==> src/rtl/modinv_sequencer.sv <==
// modinv_sequencer: top-level controller for the almost-inverse modular
// inverter. It sequences the init, step, halve and copy-out helpers, counts
// iterations (k) and flags non-invertible operands via an iteration limit.
// It holds no datapath; the helpers own all buffer access.
//
// Optional feature: define MODINV_SEQ_TIMEOUT_EN to add a per-state watchdog
// that aborts a run (err=1) when a helper stalls for TIMEOUT_CYCLES.
//
// Handshake: each helper X exposes X_rdy (idle). X_ena is a one-cycle start
// pulse driven combinationally in X_TRIG only while X_rdy=1. The helper drops
// X_rdy on the edge after the pulse, and the FSM leaves X_WAIT on the first
// cycle X_rdy is high again. ena is a request that is sampled only when rdy=1.
module modinv_sequencer #(
  parameter int OPERAND_NUM_WORDS = 8,
  parameter int K_NUM_BITS        = 10,
  parameter int TIMEOUT_CYCLES    = 1023
) (
  input  logic                  clk,
  input  logic                  rst_n,
  input  logic                  ena,
  output logic                  rdy,
  output logic                  err,
  output logic [K_NUM_BITS-1:0] k_dout,
  output logic                  init_ena,
  input  logic                  init_rdy,
  output logic                  step_ena,
  input  logic                  step_rdy,
  input  logic                  step_v_zero,
  output logic                  halve_ena,
  input  logic                  halve_rdy,
  output logic                  copy_ena,
  input  logic                  copy_rdy,
  output logic [3:0]            dbg_state
);

  // Largest legal iteration count; reaching it without v==0 means the
  // operand has no inverse.
  localparam logic [K_NUM_BITS-1:0] K_MAX = K_NUM_BITS'(64 * OPERAND_NUM_WORDS);

  typedef enum logic [3:0] {
    IDLE       = 4'd0,
    INIT_TRIG  = 4'd1,
    INIT_WAIT  = 4'd2,
    STEP_TRIG  = 4'd3,
    STEP_WAIT  = 4'd4,
    HALVE_TRIG = 4'd5,
    HALVE_WAIT = 4'd6,
    COPY_TRIG  = 4'd7,
    COPY_WAIT  = 4'd8
  } state_t;

  state_t                state, state_next;
  logic [K_NUM_BITS-1:0] k, k_next;
  logic [K_NUM_BITS-1:0] halve_cnt, halve_next;
  logic                  err_next;
  logic [K_NUM_BITS-1:0] k_inc;

  assign k_inc     = k + K_NUM_BITS'(1);
  assign k_dout    = k;
  assign dbg_state = state;

`ifdef MODINV_SEQ_TIMEOUT_EN
  localparam int TW = $clog2(TIMEOUT_CYCLES + 1);
  logic [TW-1:0] tmo_cnt;

  // Watchdog counts cycles spent in the current state; any state change
  // (entry to a new TRIG or WAIT) restarts it.
  always_ff @(posedge clk or negedge rst_n) begin
    if (!rst_n) begin
      tmo_cnt <= '0;
    end else if (state_next != state) begin
      tmo_cnt <= '0;
    end else if (tmo_cnt != TW'(TIMEOUT_CYCLES)) begin
      tmo_cnt <= tmo_cnt + TW'(1);
    end
  end
`endif

  // State and run-status registers.
  always_ff @(posedge clk or negedge rst_n) begin
    if (!rst_n) begin
      state     <= IDLE;
      k         <= '0;
      halve_cnt <= '0;
      err       <= 1'b0;
    end else begin
      state     <= state_next;
      k         <= k_next;
      halve_cnt <= halve_next;
      err       <= err_next;
    end
  end

  // Next-state, counter updates and helper start pulses.
  always_comb begin
    state_next = state;
    k_next     = k;
    halve_next = halve_cnt;
    err_next   = err;
    init_ena   = 1'b0;
    step_ena   = 1'b0;
    halve_ena  = 1'b0;
    copy_ena   = 1'b0;
    rdy        = (state == IDLE);

    case (state)
      IDLE: begin
        if (ena) begin
          err_next   = 1'b0;
          k_next     = '0;
          halve_next = '0;
          state_next = INIT_TRIG;
        end
      end
      INIT_TRIG: begin
        if (init_rdy) begin
          init_ena   = 1'b1;
          state_next = INIT_WAIT;
        end
      end
      INIT_WAIT: begin
        if (init_rdy) state_next = STEP_TRIG;
      end
      STEP_TRIG: begin
        if (step_rdy) begin
          step_ena   = 1'b1;
          state_next = STEP_WAIT;
        end
      end
      STEP_WAIT: begin
        if (step_rdy) begin
          k_next = k_inc;
          // v==0 wins over the limit: finishing on the K_MAX-th step is success.
          if (step_v_zero) begin
            halve_next = k_inc;
            state_next = HALVE_TRIG;
          end else if (k_inc == K_MAX) begin
            err_next   = 1'b1;
            state_next = IDLE;
          end else begin
            state_next = STEP_TRIG;
          end
        end
      end
      HALVE_TRIG: begin
        if (halve_rdy) begin
          halve_ena  = 1'b1;
          halve_next = halve_cnt - K_NUM_BITS'(1);
          state_next = HALVE_WAIT;
        end
      end
      HALVE_WAIT: begin
        if (halve_rdy) begin
          state_next = (halve_cnt == '0) ? COPY_TRIG : HALVE_TRIG;
        end
      end
      COPY_TRIG: begin
        if (copy_rdy) begin
          copy_ena   = 1'b1;
          state_next = COPY_WAIT;
        end
      end
      COPY_WAIT: begin
        if (copy_rdy) state_next = IDLE;
      end
      default: state_next = IDLE;
    endcase

`ifdef MODINV_SEQ_TIMEOUT_EN
    // A stalled helper never lets the state advance, so no pulse is being
    // issued when the abort fires; the helper itself is left alone.
    if ((state != IDLE) && (state_next == state) &&
        (tmo_cnt == TW'(TIMEOUT_CYCLES))) begin
      err_next   = 1'b1;
      state_next = IDLE;
    end
`endif
  end

endmodule

==> config.mk <==
export PLATFORM = sky130hd
export DESIGN_NAME = modinv_sequencer
export DESIGN_NICKNAME = d
export VERILOG_FILES = /design/src/rtl/modinv_sequencer.sv
export SDC_FILE = /design/constraint.sdc
export NUM_CORES = 1
export LEC_CHECK = 0
export CORE_MARGIN = 3
export CORE_UTILIZATION = 58
export CTS_CLUSTER_SIZE = 8
export DETAILED_ROUTE_END_ITERATION = 7
export PLACE_DENSITY = 0.95
export SKIP_CTS_REPAIR_TIMING = 1
export SYNTH_ARGS = -nofsm -noshare
export SYNTH_HDL_FRONTEND = slang
export SYNTH_SLANG_ARGS = --single-unit
==> constraint.sdc <==
create_clock -name clk -period 5.74 [get_ports clk]
set_clock_uncertainty 0.1 [all_clocks]
set_input_delay 0.574 -clock clk [delete_from_list [all_inputs] [get_ports clk]]
set_output_delay 0.574 -clock clk [all_outputs]
set_load 0.02 [all_outputs]
==> impl_metrics.yaml, run 1 <==
outcome:
  outcome: "finished, final reports clean"
critical_path:
  cp-start-kind: "register"
  critPathCaptureType: "primary output"
  arrival_ns: 2.65
  cp_data_required_time_ns: 5.07
  crit_type: "register to primary output"
  crit_chain: "nand4bb_1 -> nor2_1 -> clkdlybuf4s50_1"
  critPathTopFamily: "simple AND/OR/NAND/NOR gates"
  timing.rr.start: "dbg_state[2]"
  r2r-end: "halve_cnt[4]"
  rrSetupSlack_ns: 2.87
  cpPeakStageDelay_ns: 0.78
  cp_max_fo: 20
  crit_buf_inv: 1
  reg2reg_depth: 5
  slowest_stage: "dfrtp_1"
floorplanning:
  die_x_um: 63.0
  dieHeight_um: 63.0
  initial_utilization_pct: 61.3
  core_area_sq_um: 3080
  top_level_ports: 28
  dieArea_sq_um: 3970
  num_rows: 20
sta:
  rsz0062_at_grt: "false"
  worstMarginPinSlew_ns: 1.28
  fin_crit_sh_pct: 58.0
  setup_viol_count_final: 0
  max_freq_mhz: 301
  slew_headroom_pct: 14.8
  min_period_ns: 3.33
  hold_viol_final: 0
  tns_ns: 0
  holdWs_ns: 0.450
  drv_slew: 0
synth:
  avgSynthCellArea_sq_um: 8.49
  synthMuxAreaShare_pct: 2.12
  synth-compound-area-share_pct: 22.2
  synth_top_family_by_area: "simple AND/OR/NAND/NOR gates"
  synth_xor_area_share_pct: 3.72
  synthAdderAreaFrac_pct: 1.99
  synth_edf_count: 0
  synth_area_leaders: "dfrtp_1, nand2_1, nor2_1"
  seq_area_frac_synth_pct: 33.2
  synthFlopType: "dfrtp_1"
  synth_nets: 233
  ys_types: 58
  synth_top_area_cell: "dfrtp_1"
  post_synth_instance_area_sq_um: 1890
  synth_commonest_cells: "dfrtp_1, nand2_1, nor2_1, o21ai_0, a21oi_1"
  synthCells: 222
  synth_warnings: 0
  synth_top_area_share_pct: 33.2
  synth_seq_cells: 25
  synthArstFlopShare_pct: 100
  synth-simple-area-share_pct: 29.1
global_routing:
  grt_overflow: 0
  grt_max_degree: 26
  grt_use_total_pct: 22.0
  antenna_found_initial: 0
  grt_first_pass_wirelength_um: 7110
  first_global_vias: 1524
min_path:
  min_from: "err"
  hold_class: "register to register"
  hold_path_end: "err"
  worstHoldPathCells: 1
place:
  place_area_sq_um: 2090
  place_hpwl_um: 2980
  gp_congestion: 0.878
  port_buffers: 27
  dpl.cell_count: 276
drt:
  routed.top_layer: "met4"
  ant_nets: 0
  met2WireLength_um: 1970
  drt-initial-drc-count: 155
  first_pass_iters: 4
  wl_um: 4120
  drc: 0
  dr_wl_met3_um: 222
  wl_met1_um: 1870
  wl_per_cell_um: 14.7
  viasPerCell: 6.09
  num_vias: 1706
pwr:
  p_per_area_nw_per_um2: 396
  internal_power_uw: 431
  total_power_uw: 838
  power.leakage_nw: 0.837
  switchingPower_uw: 407
  comb_power_share_pct: 53.7
  p_seq_share_pct: 36.5
  vdd_drop_max_mv: 0.219
  swShare_pct: 48.6
  power_frac_clock_pct: 9.8
layout:
  area_growth_pct: 12.2
  n_antenna_cell: 0
  final_area_sq_um: 2120
  final_cells: 280
  nets: 248
  nFillCells: 258
  drive_above_1_share_pct: 8.90
  multi_input_area_sq_um: 1110
  regArea_sq_um: 626
cts:
  cts-buffers-inserted: 3
  cts.clk_slew.worst_paths_ns: 0.14
  insertion_delay_ns: 0.33
  clockBufferDepth: 2
  cts.sinks: 25
  htreeDepth: 1
  root_buffer: "clkbuf_4"
  cts_tree: "yes"
flow_run:
  maxCapViolations: 0
==> kinds of logic (layout without fill, tap and decap cells) <==
group                    count (synthesis)  in the layout
AND/OR/NAND/NOR                         95             95
AO/OA/AOI/OAI                           65             65
flip-flops                              25             25
buffers and inverters                   22             36
XOR/XNOR                                 8              8
multiplexers                             4              4
adder cells (fa/ha/maj)                  3              3
==> layout by cell type (no fill, tap or decap), types with 2 or more instances in the layout <==
cell	n
clkdlybuf4s50_1	27
nand2_1	25
dfrtp_1	25
nor2_1	21
o21ai_0	15
a21oi_1	13
o21ai_1	11
nor3_1	9
o31ai_1	5
inv_1	4
mux2i_1	4
xor2_1	4
xnor2_1	4
nand4_1	3
nand3_1	3
ha_1	3
clkbuf_4	3
nor4_1	2
and4_1	2
nor2b_1	2
and3_1	2
o22ai_1	2
nor4b_2	2
a22oi_1	2
nand2_2	2
o21a_1	2
a211oi_1	2
nand2b_1	2
a211o_1	2
nand4b_1	2
or3_1	2
a31oi_1	2
o22a_1	2
==> layout make-up <==
class,count,area share [%]
Sequential cell,25,29.6
Inverter,4,0.710
Tap cell,44,2.60
Timing Repair Buffer,28,13.1
Clock buffer,3,1.06
Multi-Input combinational cell,175,52.7
Clock inverter,1,0.237
==> per-stage QoR <==
stage	util (%)	setup WS, ns
6_report	68.7	2.41
3_3_place_gp	67.8	2.82
2_1_floorplan	-	3.61
4_1_cts	68.7	2.39
5_1_grt	68.7	2.14
3_5_place_dp	67.8	2.71
==> power by group through the flow <==
stage	logic, mW	registers (mW)	clock network (mW)
2_1_floorplan	0.381	0.280	0
5_1_grt	0.499	0.319	0.0918
3_5_place_dp	0.449	0.308	0
3_3_place_gp	0.436	0.305	0
4_1_cts	0.451	0.305	0.0848
6_report	0.450	0.306	0.0826
==> state kept, by name, summed over array words and instances, names as in the netlist <==
register / count
k_dout: 10
err: 1
halve_cnt: 10
dbg_state: 4
==> metal layers <==
metal / track usage, % / vias up
met5: 0 / -
met4: 7.44 / 0
met3: 4.14 / 7
met2: 34.5 / 54
met1: 30.2 / 813
li1: - / 832
==> worst max-delay path by stage <==
stage / startpoint / end / slack [ns] / cells after the start
global route: dbg_state[0] / halve_ena / 2.14 / 3
CTS: dbg_state[0] / halve_ena / 2.39 / 3
finish: dbg_state[0] / halve_ena / 2.41 / 3
global placement: dbg_state[0] / halve_ena / 2.82 / 3
detailed placement: step_rdy / halve_cnt[9] / 2.71 / 6
floorplan: dbg_state[0] / rdy / 3.61 / 3
Power figures use the tool's default switching activity.
==> run 2, diff against run 1 <==
--- a/config.mk
+++ b/config.mk
@@ -6,10 +6,10 @@
 export NUM_CORES = 1
 export LEC_CHECK = 0
 export CORE_MARGIN = 3
-export CORE_UTILIZATION = 58
+export CORE_UTILIZATION = 49
 export CTS_CLUSTER_SIZE = 8
 export DETAILED_ROUTE_END_ITERATION = 7
-export PLACE_DENSITY = 0.95
+export PLACE_DENSITY = 0.88
 export SKIP_CTS_REPAIR_TIMING = 1
 export SYNTH_ARGS = -nofsm -noshare
 export SYNTH_HDL_FRONTEND = slang
==> constraint.sdc (replaced) <==
create_clock -name clk -period 2.8 [get_ports clk]
set_clock_uncertainty 0.1 [all_clocks]
set_input_delay 0.28 -clock clk [delete_from_list [all_inputs] [get_ports clk]]
set_output_delay 0.28 -clock clk [all_outputs]
set_load 0.02 [all_outputs]
==> run 2 against run 1 <==
Compared with the run above: cell count is 2.5% higher; combinational power is 120% higher; hold slack worse by 0.19 ns; critical path depth stayed put; clock power grew to 2.6 times the previous value; die area is 17% higher; power is 120% higher; first-iteration DRC count is 15% lower; register-to-register slack worse by 2.2 ns; largest cell class unchanged; highest routed layer unchanged.
==> impl_metrics.yaml, run 2 (synthesized netlist as in run 1, its figures left out) <==
drt:
  drc: 0
  first_pass_iters: 5
  viasPerCell: 5.99
  wl_um: 4290
  dr_wl_met3_um: 188
  ant_nets: 0
  drt-initial-drc-count: 132
  num_vias: 1718
  routed.top_layer: "met4"
  met2WireLength_um: 1980
  wl_per_cell_um: 14.9
  wl_met1_um: 2060
global_routing:
  grt_overflow: 0
  grt_max_degree: 26
  grt_use_total_pct: 20.2
  grt_first_pass_wirelength_um: 7250
  first_global_vias: 1511
  antenna_found_initial: 0
critical_path:
  rrSetupSlack_ns: 0.63
  r2r-end: "halve_cnt[9]"
  critPathCaptureType: "primary output"
  crit_buf_inv: 1
  cp_max_fo: 13
  cp-start-kind: "register"
  slowest_stage: "dfrtp_1"
  arrival_ns: 2.02
  reg2reg_depth: 6
  crit_chain: "nor2b_4 -> and4_2 -> clkdlybuf4s50_1"
  cpPeakStageDelay_ns: 0.60
  timing.rr.start: "dbg_state[2]"
  cp_data_required_time_ns: 2.42
  crit_type: "register to primary output"
  critPathTopFamily: "flip-flops"
pwr:
  power.leakage_nw: 0.866
  total_power_mw: 1.82
  vdd_drop_max_mv: 0.554
  p_per_area_nw_per_um2: 838
layout:
  final_util_pct: 61.7
  area_growth_pct: 15.3
  final_cells: 287
  mostFrequentLayoutCells: "clkdlybuf4s50_1, nand2_1, dfrtp_1, nor2_1, o21ai_0"
  layout_commonest_cell: "clkdlybuf4s50_1"
  nets: 253
  drive_above_1_share_pct: 10.4
  n_antenna_cell: 0
sta:
  hold_viol_final: 0
  rsz0062_at_grt: "false"
  worstMarginPinSlew_ns: 0.532
  slew_headroom_pct: 64.5
  tns_ns: 0
  drv_slew: 0
  fin_crit_sh_pct: 85.8
  min_period_ns: 2.40
  max_freq_mhz: 416
  setup_viol_count_final: 0
flow_run:
  maxCapViolations: 0
cts:
  insertion_delay_ns: 0.27
  htreeDepth: 1
  cts_tree: "yes"
  cts-buffers-inserted: 3
  clockBufferDepth: 2
  cts.sinks: 25
  cts.clk_slew.worst_paths_ns: 0.08
  root_buffer: "clkbuf_8"
floorplanning:
  dieArea_sq_um: 4630
  die_x_um: 68.0
  num_rows: 21
  core_area_sq_um: 3520
  initial_utilization_pct: 53.6
  top_level_ports: 28
  dieHeight_um: 68.0
min_path:
  hold_class: "input pin to asynchronous set/reset pin"
outcome:
  outcome: "finished, final reports clean"
place:
  dpl.cell_count: 283
  place_hpwl_um: 3180
  gp_congestion: 0.859
  port_buffers: 27
run 2: cell count changes in the layout (fill, tap and decap cells not counted), sizes merged:
cell | before | now
clkinv | 1 | 0
buf | 1 | 6
clkbuf | 3 | 4
run 2: final cells by class:
cell class              instances  area (sq um)
fillers                       318          1350
multi-input cells             175          1110
well taps                      46          57.6
repair buffers                 33           315
inverters                       4          15.0
flip-flops and latches         25           626
clock buffers                   4          45.0
run 2: per-stage QoR:
step                      setup slack (ns)  cell area (sq um)  hold WS [ns]
final                                0.399               2170         0.261
after global routing                 0.273               2170         0.296
after CTS                            0.399               2170         0.274
after detailed placement             0.667               2130         0.418
after global placement               0.661               2130         0.396
after floorplan                      0.792               1890        -0.116
run 2: how the worst max path moves through the flow:
stage,from,endpoint,cells after the start
2_1_floorplan,k_dout[0],err,6
3_3_place_gp,k_dout[0],err,6
3_5_place_dp,k_dout[0],err,6
4_1_cts,dbg_state[2],copy_ena,3
5_1_grt,dbg_state[2],copy_ena,3
6_report,dbg_state[2],copy_ena,3
run 2: where the power goes:
| group | internal, mW | switching (mW) |
|---|---|---|
| registers | 0.450 | 0.158 |
| logic | 0.419 | 0.582 |
| clock network | 0.102 | 0.111 |
run 2: layer usage:
metal,up-vias,global-route usage (%)
met2,50,29.6
met4,0,5.96
met3,10,2.46
li1,847,-
met1,811,30.6
met5,-,0
==> run 3, diff against run 2 <==
--- a/config.mk
+++ b/config.mk
@@ -5,10 +5,10 @@
 export SDC_FILE = /design/constraint.sdc
 export NUM_CORES = 1
 export LEC_CHECK = 0
-export CORE_MARGIN = 3
 export CORE_UTILIZATION = 49
 export CTS_CLUSTER_SIZE = 8
 export DETAILED_ROUTE_END_ITERATION = 7
+export GPL_ROUTABILITY_DRIVEN = 0
 export PLACE_DENSITY = 0.88
 export SKIP_CTS_REPAIR_TIMING = 1
 export SYNTH_ARGS = -nofsm -noshare
==> run 3 against run 2 <==
Compared with the run above: hold slack improved by 0.0023 ns; critical path type unchanged; sequential cell count is the same; via count fell by 2.0%; final area shrank 0.23%; non-clock buffer count shrank 1; die area is 11% lower; register-to-register slack got worse by 0.04 ns; largest cell class unchanged; worst setup slack lost 0.029 ns.
==> impl_metrics.yaml, run 3 (synthesized netlist as in run 1, its figures left out) <==
layout:
  nets: 252
  n_antenna_cell: 0
  drive_above_1_share_pct: 10.0
  final_area_sq_um: 2170
  layout_commonest_cell: "clkdlybuf4s50_1"
  mostFrequentLayoutCells: "clkdlybuf4s50_1, nand2_1, dfrtp_1, nor2_1, o21ai_0"
  area_growth_pct: 15.0
place:
  place_area_sq_um: 2120
  place_hpwl_um: 2940
  port_buffers: 27
sta:
  drv_slew: 0
  slew_headroom_pct: 58.8
  hold_viol_final: 0
  fin_crit_sh_pct: 86.8
  worstMarginPinSlew_ns: 0.616
  tns_ns: 0
  setup_viol_count_final: 0
  min_period_ns: 2.43
  max_freq_mhz: 411
  rsz0062_at_grt: "false"
global_routing:
  grt_max_degree: 26
  antenna_found_initial: 0
  first_global_vias: 1550
  grt_first_pass_wirelength_um: 6970
  grt_use_total_pct: 21.0
  grt_overflow: 0
drt:
  viasPerCell: 5.85
  wl_um: 4070
  drt-initial-drc-count: 103
  first_pass_iters: 4
  wl_per_cell_um: 14.1
  ant_nets: 0
  drc: 0
  num_vias: 1684
critical_path:
  rrSetupSlack_ns: 0.59
  timing.rr.start: "dbg_state[2]"
  critPathCaptureType: "primary output"
  arrival_ns: 2.05
  cp_max_fo: 18
  r2r-end: "halve_cnt[4]"
  cp_data_required_time_ns: 2.42
  reg2reg_depth: 6
  crit_type: "register to primary output"
  cp-start-kind: "register"
cts:
  cts_tree: "yes"
  clockBufferDepth: 2
  root_buffer: "clkbuf_8"
  htreeDepth: 1
  insertion_delay_ns: 0.27
  cts.sinks: 25
  cts-buffers-inserted: 3
  cts.clk_slew.worst_paths_ns: 0.09
flow_run:
  maxCapViolations: 0
pwr:
  vdd_drop_max_mv: 0.455
  power.leakage_nw: 0.861
  total_power_mw: 1.81
  p_per_area_nw_per_um2: 833
outcome:
  outcome: "finished, final reports clean"
floorplanning:
  dieArea_sq_um: 4100
  die_x_um: 64.0
  num_rows: 22
  top_level_ports: 28
  core_area_sq_um: 3690
  dieHeight_um: 64.0
  initial_utilization_pct: 51.1
min_path:
  hold_class: "input pin to asynchronous set/reset pin"
run 3: changes by cell type in the layout (fill, tap and decap cells not counted):
| cell | previous run | this run |
|---|---|---|
| buf_4 | 6 | 5 |
run 3: worst max-delay path by stage:
stage	from	to	slack (ns)	depth (start not counted)
6_report	dbg_state[0]	init_ena	0.37	3
5_1_grt	dbg_state[0]	init_ena	0.25	3
4_1_cts	dbg_state[0]	init_ena	0.39	3
3_5_place_dp	k_dout[0]	err	0.64	6
3_3_place_gp	k_dout[0]	err	0.65	6
2_1_floorplan	k_dout[0]	err	0.79	6
run 3: layout make-up:
cell class	count	area [sq um]
Clock buffer	4	45.0
Fill cell	334	1520
Inverter	4	15.0
Multi-Input combinational cell	175	1110
Sequential cell	25	626
Tap cell	48	60.1
Timing Repair Buffer	32	308
run 3: routing by layer:
metal | part of all wire, % | vias up | routed length (um) | GRT usage, %
met2 | 48 | 29 | 1970 | 34.4
met4 | 0.57 | 0 | 23 | 4.83
met3 | 3.0 | 4 | 121 | 3.93
met1 | 48 | 811 | 1950 | 28.6
li1 | - | 840 | - | -
met5 | 0 | - | 0 | 0
run 3: power by group:
part           internal (mW)  switching (mW)
Combinational          0.413           0.559
Sequential             0.450           0.170
Clock                  0.102           0.113
run 3: per-stage QoR:
stage | instances | worst slack (ns) | utilization, % | hold slack, ns
after floorplan | 222 | 0.792 | - | -0.116
after global placement | 284 | 0.652 | 57.6 | 0.400
after detailed placement | 284 | 0.635 | 57.6 | 0.424
after CTS | 288 | 0.386 | 58.8 | 0.281
after global routing | 288 | 0.250 | 58.8 | 0.293
final | 288 | 0.370 | 58.8 | 0.263
run 3: worst max-delay path, stage by stage (launching register included):
cell and delay [ns]:
dfrtp_1 0.70, nor2b_1 0.30, and3_1 0.18, clkdlybuf4s50_1 0.60
